$ cat src/rtl/mul_int_pkg.sv
// Shared definitions for the mul_int arithmetic unit: FSM encoding,
// iteration count and the radix-4 Booth digit decode.
package mul_int_pkg;

  typedef enum logic [1:0] {
    IDLE = 2'd0,
    BUSY = 2'd1,
    DONE = 2'd2
  } state_t;

  typedef enum logic [2:0] {
    PP_ZERO,
    PP_POS_X,
    PP_POS_2X,
    PP_NEG_X,
    PP_NEG_2X
  } booth_sel_t;

  // One digit per iteration over N+2 bits of operand.
  function automatic int booth_iter(input int n);
    return n / 2 + 1;
  endfunction

  function automatic booth_sel_t booth_decode(input logic [2:0] digit);
    booth_sel_t sel;
    case (digit)
      3'b001, 3'b010: sel = PP_POS_X;
      3'b011:         sel = PP_POS_2X;
      3'b100:         sel = PP_NEG_2X;
      3'b101, 3'b110: sel = PP_NEG_X;
      default:        sel = PP_ZERO;
    endcase
    return sel;
  endfunction

endpackage

$ cat src/rtl/booth_radix4_mul_seq_if.sv
// Operand/result bundle of the sequential Booth multiplier.
// Handshake: a transfer happens on a rising clk edge where valid and ready are
// both 1; valid, once raised, holds its payload stable until that edge.
interface booth_radix4_mul_seq_if
  import mul_int_pkg::*;
#(
  parameter int DATA_WIDTH = 32
);
  logic                      in_valid;
  logic                      in_ready;
  logic                      is_signed;
  logic [DATA_WIDTH-1:0]     a;
  logic [DATA_WIDTH-1:0]     b;
  logic                      flush;
  logic                      out_valid;
  logic                      out_ready;
  logic [2*DATA_WIDTH-1:0]   product;
  logic                      busy;
  state_t                    state;

  modport slave (
    input  in_valid, is_signed, a, b, flush, out_ready,
    output in_ready, out_valid, product, busy, state
  );

  modport master (
    output in_valid, is_signed, a, b, flush, out_ready,
    input  in_ready, out_valid, product, busy, state
  );
endinterface

$ cat src/rtl/booth_pp_sel.sv
// Combinational radix-4 Booth partial-product selector. Negative multiples
// are returned as the one's complement plus a carry-in bit c.
module booth_pp_sel
  import mul_int_pkg::*;
#(
  parameter int W = 34
) (
  input  logic [2:0]   digit,
  input  logic [W-1:0] x,
  output logic [W-1:0] pp,
  output logic         c
);
  logic [W-1:0] x2;

  // x is already extended by two bits, so the doubling cannot overflow.
  assign x2 = {x[W-2:0], 1'b0};

  always_comb begin
    pp = '0;
    c  = 1'b0;
    case (booth_decode(digit))
      PP_POS_X:  pp = x;
      PP_POS_2X: pp = x2;
      PP_NEG_X:  begin pp = ~x;  c = 1'b1; end
      PP_NEG_2X: begin pp = ~x2; c = 1'b1; end
      default:   pp = '0;
    endcase
  end
endmodule

$ cat src/rtl/booth_radix4_mul_seq.sv
// Iterative radix-4 Booth multiplier: one Booth digit per cycle, runtime
// signed/unsigned, valid/ready on both sides, synchronous flush.
module booth_radix4_mul_seq
  import mul_int_pkg::*;
#(
  parameter int DATA_WIDTH = 32
) (
  input  logic                 clk,
  input  logic                 rst_n,
  booth_radix4_mul_seq_if.slave bus
);
  localparam int N     = DATA_WIDTH;
  localparam int W     = N + 2;
  localparam int ITER  = booth_iter(N);
  localparam int CNT_W = $clog2(ITER);

  state_t            state_q, state_d;
  logic [W-1:0]      x_q;
  logic [W:0]        yx_q;
  logic [2*N-1:0]    acc_q;
  logic [CNT_W-1:0]  cnt_q;

  logic              accept;
  logic              last_iter;
  logic [W-1:0]      a_ext, b_ext;
  logic [W:0]        yx_sh;
  logic [2:0]        digit;
  logic [W-1:0]      pp;
  logic              pp_c;
  logic [2*N-1:0]    pp_ext;
  logic [2*N-1:0]    addend;

  assign a_ext = bus.is_signed ? {{2{bus.a[N-1]}}, bus.a} : {2'b00, bus.a};
  assign b_ext = bus.is_signed ? {{2{bus.b[N-1]}}, bus.b} : {2'b00, bus.b};

  assign accept    = (state_q == IDLE) && bus.in_valid && !bus.flush;
  assign last_iter = (cnt_q == CNT_W'(ITER - 1));

  assign yx_sh = yx_q >> {cnt_q, 1'b0};
  assign digit = yx_sh[2:0];

  booth_pp_sel #(.W(W)) u_pp_sel (
    .digit (digit),
    .x     (x_q),
    .pp    (pp),
    .c     (pp_c)
  );

  // Only the low 2N bits of the exact sum are ever observed, and carries
  // propagate upward only, so the accumulator is kept at 2N bits.
  assign pp_ext = {{(2*N-W){pp[W-1]}}, pp};
  assign addend = (pp_ext + {{(2*N-1){1'b0}}, pp_c}) << {cnt_q, 1'b0};

  always_ff @(posedge clk or negedge rst_n) begin
    if (!rst_n) state_q <= IDLE;
    else        state_q <= state_d;
  end

  always_comb begin
    state_d = state_q;
    if (bus.flush) begin
      state_d = IDLE;
    end else begin
      case (state_q)
        IDLE:    if (bus.in_valid)  state_d = BUSY;
        BUSY:    if (last_iter)     state_d = DONE;
        DONE:    if (bus.out_ready) state_d = IDLE;
        default: state_d = IDLE;
      endcase
    end
  end

  always_ff @(posedge clk or negedge rst_n) begin
    if (!rst_n) begin
      x_q   <= '0;
      yx_q  <= '0;
      acc_q <= '0;
      cnt_q <= '0;
    end else if (accept) begin
      x_q   <= a_ext;
      yx_q  <= {b_ext, 1'b0};
      acc_q <= '0;
      cnt_q <= '0;
    end else if ((state_q == BUSY) && !bus.flush) begin
      acc_q <= acc_q + addend;
      cnt_q <= cnt_q + 1'b1;
    end
  end

  assign bus.in_ready  = (state_q == IDLE);
  assign bus.out_valid = (state_q == DONE);
  assign bus.busy      = (state_q != IDLE);
  assign bus.product   = acc_q;
  assign bus.state     = state_q;
endmodule

$ cat src/flat_wrapper.sv
// flat-port wrapper written by rule: the top's interface ports become plain ports
module booth_radix4_mul_seq_flat import mul_int_pkg::*;
#(
  parameter int DATA_WIDTH = 32
)
  (clk, rst_n, bus_in_valid, bus_is_signed, bus_a, bus_b, bus_flush, bus_out_ready, bus_in_ready, bus_out_valid, bus_product, bus_busy, bus_state);
  booth_radix4_mul_seq_if #(.DATA_WIDTH(DATA_WIDTH)) bus_i ();
  input  logic clk;
  input  logic rst_n;
  input wire logic [$bits(bus_i.in_valid)-1:0] bus_in_valid;
  input wire logic [$bits(bus_i.is_signed)-1:0] bus_is_signed;
  input wire logic [$bits(bus_i.a)-1:0] bus_a;
  input wire logic [$bits(bus_i.b)-1:0] bus_b;
  input wire logic [$bits(bus_i.flush)-1:0] bus_flush;
  input wire logic [$bits(bus_i.out_ready)-1:0] bus_out_ready;
  output wire logic [$bits(bus_i.in_ready)-1:0] bus_in_ready;
  output wire logic [$bits(bus_i.out_valid)-1:0] bus_out_valid;
  output wire logic [$bits(bus_i.product)-1:0] bus_product;
  output wire logic [$bits(bus_i.busy)-1:0] bus_busy;
  output wire logic [$bits(bus_i.state)-1:0] bus_state;
  assign bus_i.in_valid = bus_in_valid;
  assign bus_i.is_signed = bus_is_signed;
  assign bus_i.a = bus_a;
  assign bus_i.b = bus_b;
  assign bus_i.flush = bus_flush;
  assign bus_i.out_ready = bus_out_ready;
  assign bus_in_ready = bus_i.in_ready;
  assign bus_out_valid = bus_i.out_valid;
  assign bus_product = bus_i.product;
  assign bus_busy = bus_i.busy;
  assign bus_state = bus_i.state;
  booth_radix4_mul_seq #(.DATA_WIDTH(DATA_WIDTH)) u_core (.clk(clk), .rst_n(rst_n), .bus(bus_i));
endmodule
$ cat config.mk
export PLATFORM = sky130hd
export DESIGN_NAME = booth_radix4_mul_seq_flat
export DESIGN_NICKNAME = d
export VERILOG_FILES = /design/src/rtl/mul_int_pkg.sv /design/src/rtl/booth_radix4_mul_seq_if.sv /design/src/rtl/booth_pp_sel.sv /design/src/rtl/booth_radix4_mul_seq.sv /design/src/flat_wrapper.sv
export SDC_FILE = /design/constraint.sdc
export NUM_CORES = 1
export LEC_CHECK = 0
export CORE_UTILIZATION = 39
export CTS_CLUSTER_SIZE = 14
export DETAILED_ROUTE_END_ITERATION = 10
export PLACE_DENSITY_LB_ADDON = 0.08
export SETUP_SLACK_MARGIN = 0.3
export SLEW_MARGIN = 20
export SYNTH_ARGS = -nofsm -noshare
export SYNTH_HDL_FRONTEND = slang
export SYNTH_SLANG_ARGS = --single-unit
$ cat constraint.sdc
create_clock -name clk -period 7.4 [get_ports clk]
set_clock_uncertainty 0.1 [all_clocks]
set_input_delay 1.48 -clock clk [delete_from_list [all_inputs] [get_ports clk]]
set_output_delay 1.48 -clock clk [all_outputs]
set_load 0.1 [all_outputs]
==> results of run 1 <==
==> timing repair <==
| action | 4_1_cts | 5_1_grt |
|---|---|---|
| cloned | 0 | 2 |
| setup buffers | 40 | 23 |
| pin swaps | 66 | 60 |
| gates resized for setup | 152 | 112 |
| setup endpoints to repair | 32 | 41 |
==> worst max-delay path by stage <==
stage                    startpoint                     end  slack, ns  cells past startpoint
floorplan           u_core.cnt_q[0]  u_core.bus.product[63]        0.1                     36
global placement    u_core.cnt_q[0]  u_core.bus.product[63]      -0.61                     32
detailed placement  u_core.cnt_q[0]  u_core.bus.product[63]      -0.70                     32
CTS                 u_core.cnt_q[0]  u_core.bus.product[63]      -0.23                     35
global route        u_core.cnt_q[0]  u_core.bus.product[63]      -0.68                     38
finish              u_core.cnt_q[0]  u_core.bus.product[63]      -0.34                     31
==> worst max-delay path, delay by kind of cell (launching register included) <==
| family | cells | cell delay [ns] |
|---|---|---|
| mux | 3 | 1.19 |
| simple gates | 6 | 1.09 |
| compound gates | 17 | 3.62 |
| flops | 1 | 0.51 |
| fa+ha+maj | 1 | 0.33 |
| xor+xnor | 1 | 0.27 |
| buf+inv | 3 | 0.53 |
==> flip-flops by register name (all words and copies together) (netlist names) <==
name,count
u_core.x_q,33
u_core.bus.state,2
u_core.yx_q,33
u_core.bus.product,64
u_core.cnt_q,5
==> metal layers <==
metal | global-route usage | share of wire | up-vias
met4 | 0.07538 | 0.018 | 0
met1 | 0.4026 | 0.47 | 7310
met3 | 0.04446 | 0.058 | 60
met5 | 0 | 0 | -
met2 | 0.4576 | 0.46 | 441
li1 | - | - | 7240
==> area by class of cell <==
class                   count  share of cell area
clock buffers              19             0.02169
well taps                 455             0.02727
inverters                  46            0.008270
clock inverters            13            0.005993
repair buffers            606              0.2473
flip-flops and latches    137              0.1645
multi-input cells        1373              0.5249
==> logic make-up (layout without fill, tap and decap cells) <==
group | count (synthesis) | count (layout) | synth area share
flops | 137 | 137 | 0.2482
fa+ha+maj | 69 | 69 | 0.06306
simple gates | 504 | 505 | 0.1814
mux | 144 | 144 | 0.1257
xor+xnor | 92 | 92 | 0.06079
compound gates | 563 | 563 | 0.2751
buf+inv | 147 | 684 | 0.04584
==> metrics by stage <==
stage | hold slack (ns) | utilization | std cells
after floorplan | 0.3752 | - | 1656
after global placement | 0.3992 | 0.5360 | 2552
after detailed placement | 0.4002 | 0.5360 | 2552
after CTS | 0.4160 | 0.5814 | 2624
after global routing | 0.4322 | 0.6014 | 2649
final | 0.4098 | 0.6014 | 2649
==> layout by cell type, fill, tap and decap left out, types with 42 or more instances in the layout <==
cell type / Yosys / layout
buf_4: 3 / 427
nand2_1: 183 / 180
clkdlybuf4s50_1: 0 / 137
dfrtp_1: 137 / 134
nor2_1: 113 / 103
o21ai_0: 150 / 99
a21oi_1: 93 / 68
mux2_2: 65 / 62
ha_1: 68 / 59
mux2i_1: 62 / 54
a21o_1: 53 / 53
o21ai_1: 13 / 50
a211oi_1: 56 / 45
inv_1: 43 / 42
==> flow_summary.toml, run 1 <==
[outcome]
status = "finished, violations left"
violations = "negative setup slack"

[place]
place_congestion = 0.9698
post-place-ws_ns = -0.7018
placed_cell_area_mm2 = 0.01861
port_buffers = 138
hpwl_mm = 38.77

[logic_synthesis]
syn_area_mm2 = 0.01381
synth_edf_count = 0
synthCells = 1656
syn_nets = 1795
synth_commonest_cells = "nand2_1 (183), o21ai_0 (150), dfrtp_1 (137)"
synth_top_area_cell = "dfrtp_1"
ys_types = 101
synth_area_leaders = "dfrtp_1 (25%), ha_1 (6.2%), o21ai_0 (5.4%)"
ys_seq_area_frac = 0.2482
synth.top_cell.area_share = 0.2482
synthArstFlopShare = 1.000
synth_area_per_cell_um2 = 8.340
ys_ff_latch = 137
synth_top_flop_cell = "dfrtp_1"
ys_warn_count = 0
synth_most_common_cell = "nand2_1"

[die]
die_area_mm2 = 0.03617
die_w_um = 190.2
io_pins = 139
rows = 68
fp.dieH_um = 190.2
fp.coreArea_mm2 = 0.03471
start_util = 0.3979

[worst_hold_path]
hold_class = "flop to flop"
whs_path_depth = 1
whs_endpoint = "u_core.yx_q[1]"
hp-start = "u_core.yx_q[1]"

[cells_and_area]
register_area_mm2 = 0.003435
finalInstanceArea_mm2 = 0.02088
final_layout_size_suffix_gt1_frac = 0.3696
num-fill-cells = 3167
syn_to_final_growth_pct = 51.17
multi_input_area_mm2 = 0.01096
fin_nets = 2320
num_antenna_cells = 0

[global_routing]
grt_pass1_wl_mm = 81.26
grt.overflow.total = 0
grt_max_degree = 100
grt.total_usage = 0.2872
antenna_found_initial = 0
grt_pass1_vias = 14760

[timing]
rsz0062_at_grt = "true"
fmax_mhz = 129.1
setup_viol = 12
finalMaxSlewViolations = 0
worst_slack_ns = -0.3440
fin_crit_sh = 1.046
hold_viol = 0
fin_setup_tns_ns = -1.643
worst_pin_slew_ns = 0.9912
period_needed_ns = 7.744
slew_headroom = 0.3372

[critical_path]
r2r_setup_slack_ns = -0.34
crit_path_end_kind = "flop"
arrival_ns = 8.03
cp.required_ns = 7.68
timing.rr.end = "u_core.bus.product[63]"
rr_worst_depth = 31
worstReg2RegStart = "u_core.cnt_q[0]"
crit_path_start_kind = "flop"
slowest_stage = "mux4_2"
crit_fanout = 8
crit_path_max_incr_delay_ns = 0.55
setup.worst_path.class = "flop to flop"
cp_common_cell = "a21o_1"

[route]
drt.antenna.violating_nets = 0
drt_iter0_markers = 1074
dr_total_vias = 15050
vias_per_cell = 5.682
drt-pass1-iter-count = 4
wl_per_cell_um = 19.50
drc = 0
routed_wl_mm = 51.66

[clock_tree]
clk_pin_slew_ns = 0.07
cts_sinks = 137
h-tree-depth = 4
cts_tree = "yes"
clkLatencyLatePin_ns = 0.47
numCtsBuffers = 17
clk_path_buf_depth = 2
cts_root_buffer = "clkbuf_16"
postCtsHoldBufs = 0

[run]
drv_cap = 0
Power of run 1 is not shown: default switching activity piles up to over one toggle a cycle in this logic, so the estimate is an artifact.
==> run 2: changes to the inputs <==
Settings changed: CORE_MARGIN from default to 2.
==> run 2 against run 1 <==
The flow still finishes with violations (negative setup slack). Final area grew 1.2%. Flip-flop and latch count is the same. Die area rose by 2.1%. Via count grew 1.1%. Register-to-register slack improved by 0.02 ns.
==> flow_summary.toml, run 2 (synthesis gave the netlist of run 1 again) <==
[timing]
finalMaxSlewViolations = 0
period_needed_ns = 7.720
fin_crit_sh = 1.043
setup_viol = 12
hold_viol = 0
fmax_mhz = 129.5
worst_pin_slew_ns = 1.009
fin_hold_ws_ns = 0.4134
rsz0062_at_grt = "true"
slew_headroom = 0.3251
worst_slack_ns = -0.3204

[global_routing]
antenna_found_initial = 0
grt.overflow.total = 0
grt.total_usage = 0.2929
grt_pass1_vias = 15020
grt_pass1_wl_mm = 84.24
grt_max_degree = 95

[cells_and_area]
final_cell_mix = "buf_4 (451), nand2_1 (179), clkdlybuf4s50_1 (137)"
utilization = 0.6089
syn_to_final_growth_pct = 53.05
fin_nets = 2341
largest_register_ffs = 64
final_common_cell = "buf_4"
num_antenna_cells = 0
final_layout_size_suffix_gt1_frac = 0.3806
final_cells = 2670

[place]
hpwl_mm = 39.86
port_buffers = 138
dp.cells = 2569
place_congestion = 0.9360
post-place-ws_ns = -0.6034

[critical_path]
crit_path_end_kind = "flop"
crit_fanout = 8
crit_path_max_incr_delay_ns = 0.54
crit_path_start_kind = "flop"
arrival_ns = 8.03
cp.required_ns = 7.71
cp_common_cell = "buf_4"
setup.worst_path.class = "flop to flop"
slowest_stage = "mux4_2"

[route]
drt_iter0_markers = 1289
routed_wl_mm = 53.62
drt-pass1-iter-count = 5
wl_per_cell_um = 20.08
vias_per_cell = 5.701
dr_total_vias = 15220
drt.antenna.violating_nets = 0
drc = 0

[clock_tree]
numCtsBuffers = 17
cts_tree = "yes"
clkLatencyLatePin_ns = 0.48
clk_path_buf_depth = 2
cts_sinks = 137
h-tree-depth = 4
clk_pin_slew_ns = 0.09
cts_root_buffer = "clkbuf_16"

[die]
fp.coreArea_mm2 = 0.03471
die_area_mm2 = 0.03693
start_util = 0.3979
fp.dieH_um = 192.2
rows = 68
die_w_um = 192.2
io_pins = 139

[outcome]
status = "finished, violations left"
violations = "negative setup slack"

[worst_hold_path]
hold_class = "flop to flop"

[run]
drv_cap = 0
==> run 2: final timing paths <==
| kind | from | to | slack (ns) | cells after the start |
|---|---|---|---|---|
| worst max-delay path | u_core.cnt_q[0] | u_core.bus.product[63] | -0.32 | 35 |
| worst min-delay path | u_core.yx_q[17] | u_core.yx_q[17] | 0.41 | 1 |
| worst max register to register | u_core.cnt_q[0] | u_core.bus.product[63] | -0.32 | 35 |
| worst min register to register | u_core.yx_q[17] | u_core.yx_q[17] | 0.41 | 1 |
| max in group asynchronous | rst_n | u_core.cnt_q[4] | 4.86 | 2 |
| min in group asynchronous | rst_n | u_core.x_q[9] | 0.89 | 1 |
==> run 2: critical path, delay by kind of cell (launching register included) <==
kind | cells | cell delay, ns
AO/OA/AOI/OAI | 17 | 3.67
multiplexers | 3 | 1.25
AND/OR/NAND/NOR | 8 | 1.07
buffers and inverters | 6 | 0.93
flip-flops | 1 | 0.42
adder cells (fa/ha/maj) | 1 | 0.22
==> run 2: stage by stage <==
| stage | cell area, um2 | TNS [ns] |
|---|---|---|
| final | 21140 | -1.374 |
| after global routing | 21140 | -6.910 |
| after global placement | 18810 | -3.381 |
| after CTS | 20290 | -0.6049 |
| after detailed placement | 18810 | -3.996 |
| after floorplan | 13980 | 0 |
==> run 2: cell type report <==
cell class / instances / area [um2]
multi-input cells: 1374 / 10990
clock buffers: 17 / 425.4
flip-flops and latches: 137 / 3432
clock inverters: 15 / 196.4
well taps: 455 / 569.3
inverters: 46 / 172.7
fillers: 3091 / 13580
repair buffers: 626 / 5350
==> run 2: metal layers <==
metal / track usage / part of all wire / vias to the layer above
li1: - / - / 7284
met2: 0.4614 / 0.45 / 430
met1: 0.4182 / 0.47 / 7447
met5: 0 / 0 / -
met4: 0.07223 / 0.020 / 0
met3: 0.04513 / 0.055 / 61
==> run 2: timing repair <==
item | 4_1_cts | 5_1_grt
hold buffers | 0 | 0
buffers inserted | 39 | 27
cloned | 3 | 0
pin swaps | 32 | 61
resized for setup | 116 | 150
setup endpoints to repair | 29 | 36
Power of run 2 is left out for the same reason.
==> RTL edit: new RTL, config.mk and constraints of run 2 <==
`DATA_WIDTH` is set to 32 in 3 places; all go to 16.
--- a/src/rtl/booth_radix4_mul_seq_if.sv
+++ b/src/rtl/booth_radix4_mul_seq_if.sv
@@ -5,5 +5,5 @@
   import mul_int_pkg::*;
 #(
-  parameter int DATA_WIDTH = 32
+  parameter int DATA_WIDTH = 16
 );
   logic                      in_valid;
--- a/src/rtl/booth_radix4_mul_seq.sv
+++ b/src/rtl/booth_radix4_mul_seq.sv
@@ -4,5 +4,5 @@
   import mul_int_pkg::*;
 #(
-  parameter int DATA_WIDTH = 32
+  parameter int DATA_WIDTH = 16
 ) (
   input  logic                 clk,
--- a/src/flat_wrapper.sv
+++ b/src/flat_wrapper.sv
@@ -2,5 +2,5 @@
 module booth_radix4_mul_seq_flat import mul_int_pkg::*;
 #(
-  parameter int DATA_WIDTH = 32
+  parameter int DATA_WIDTH = 16
 )
   (clk, rst_n, bus_in_valid, bus_is_signed, bus_a, bus_b, bus_flush, bus_out_ready, bus_in_ready, bus_out_valid, bus_product, bus_busy, bus_state);
Ports: changed (resized bus_a, bus_b and bus_product); port bits go from 139 to 75. No check against the original RTL was run, so the function may have changed too.
==> RTL edit against run 2 <==
  * Via count decreased by 61%
  * Critical endpoint is now u_core.bus.product[30]
  * Cell area decreased by 62%
  * Sequential cell count decreased by 65
  * Synthesized area decreased by 52%
  * Worst setup slack improved by 1100 ps
  * Final cell count decreased by 60%
  * Wire length decreased by 66%
  * Utilization decreased by 12 points
  * Critical path depth decreased by 8
  * Non-clock buffer count decreased by 524
Power is left out: the tool's default activity adds up to more than one toggle a clock period on the data nets, which glitch-free logic cannot reach.
==> RTL edit: results (changes against run 2) <==
[worst_setup_path]
cp_data_arrival_time_ps=6770  ; was 8030 ps

[placement]
dpl_worst_slack_ps=418.7  ; was -603.4 ps
placed_cell_area_mm2=0.007584  ; was 0.01881 mm²
port-buffer-count=74  ; was 138
gp_congestion=0.9132  ; was 0.9360
numPlacedInstances=1031  ; was 2569
detailedPlacementHpwl_um=13950  ; was 39860 µm

[min_path]
timing.hold.worst_endpoint=u_core.yx_q[13]  ; was u_core.yx_q[17]
hp-start=u_core.yx_q[13]  ; was u_core.yx_q[17]

[global_route]
grt_use_total_pct=21.01  ; was 29.29%
pin_count_of_the_biggest_net_entering_global_routing=73  ; was 95
global_route.usage.met1_pct=27.20  ; was 41.82%
grtUsageMet2_pct=36.04  ; was 46.14%

[timing]
final.setup.worst_slack_ps=784.2  ; was -320.4 ps
max_slew_margin_vs_limit_pct=34.76  ; was 32.51%
finalHoldWorstSlack_ps=413.4  ; about the same

[final_layout]
final_layout_size_suffix_gt1_share_pct=16.37  ; was 38.06%
largest_register_ff_count=32  ; was 64
instances_no_fill=1057  ; was 2670
nNetsFinal=907  ; was 2341

[logic_synthesis]
ys_seq_area_share_pct=26.99  ; was 24.82%
synthDistinctLibCells=85  ; was 101
synthTopCellsByArea=dfrtp_1 27%, ha_1 6.7%, mux2_2 5.9%  ; was dfrtp_1 25%, ha_1 6.2%, o21ai_0 5.4%
syn_nets=839  ; was 1795

[cts]
cts_bufs_inserted=9  ; was 17
cts.reportedPaths.clkPinSlew_ps=60  ; was 90 ps

[detailed_routing]
wirelength_um=18230  ; was 53620 µm
route.vias.total=5896  ; was 15220
detail_route.iter0.violations=286  ; was 1289

[run_status]
run_status=complete, no violations  ; was finished, violations left

## RTL edit: cell types whose count changed after synthesis, sizes merged, moves of 20 or more
cell    change
nand2     -111
o21ai     -103
dfrtp      -65
nor2       -52
a211oi     -51
a21oi      -50
clkbuf     -45
mux2i      -39
a21o       -35
ha         -32
mux2       -29
inv        -23
xor2       -20
## RTL edit: cells by family (layout without fill, tap and decap cells)
group           after synthesis  count (layout)  synth area share [%]
compound gates              218             218                 23.47
buf+inv                      65             138                 4.967
mux                          60              60                 9.916
xor+xnor                     57              57                 8.041
fa+ha+maj                    37              37                 7.048
flops                        72              72                 26.99
simple gates                255             255                 19.57
## RTL edit: metal layers
layer,vias to the layer above,wire (µm)
li1,2939,-
met1,2821,8277
met2,115,9046
met3,21,564
met4,0,336
met5,-,0
## RTL edit: worst max-delay path: stages, from the launching register on
cell	delay, ps
dfrtp_2	480
mux4_2	530
nor2_1	120
o32ai_2	120
buf_4	230
buf_4	170
xnor2_4	320
o221ai_4	170
ha_1	280
xnor2_1	290
nor2_1	70
a21oi_1	220
or2_2	200
nor2_1	50
ha_1	350
a21o_1	140
a21oi_1	90
o21bai_1	140
a21o_1	180
a21oi_1	120
o31ai_1	600
a21oi_1	250
o21ai_0	480
a21oi_1	150
o21ai_0	220
a31oi_1	130
xor2_1	150
o21ai_0	150
## RTL edit: final cells by class
| class | count | share of cell area, % |
|---|---|---|
| Clock buffer | 9 | 2.785 |
| Inverter | 20 | 0.9282 |
| Timing Repair Buffer | 102 | 12.13 |
| Sequential cell | 72 | 22.34 |
| Clock inverter | 7 | 1.547 |
| Multi-Input combinational cell | 627 | 56.87 |
| Tap cell | 220 | 3.403 |
## RTL edit: timing repair
| item | CTS | global route |
|---|---|---|
| setup endpoints to repair | 0 | 11 |
| resized for setup | 0 | 13 |
| buffers inserted | 0 | 10 |
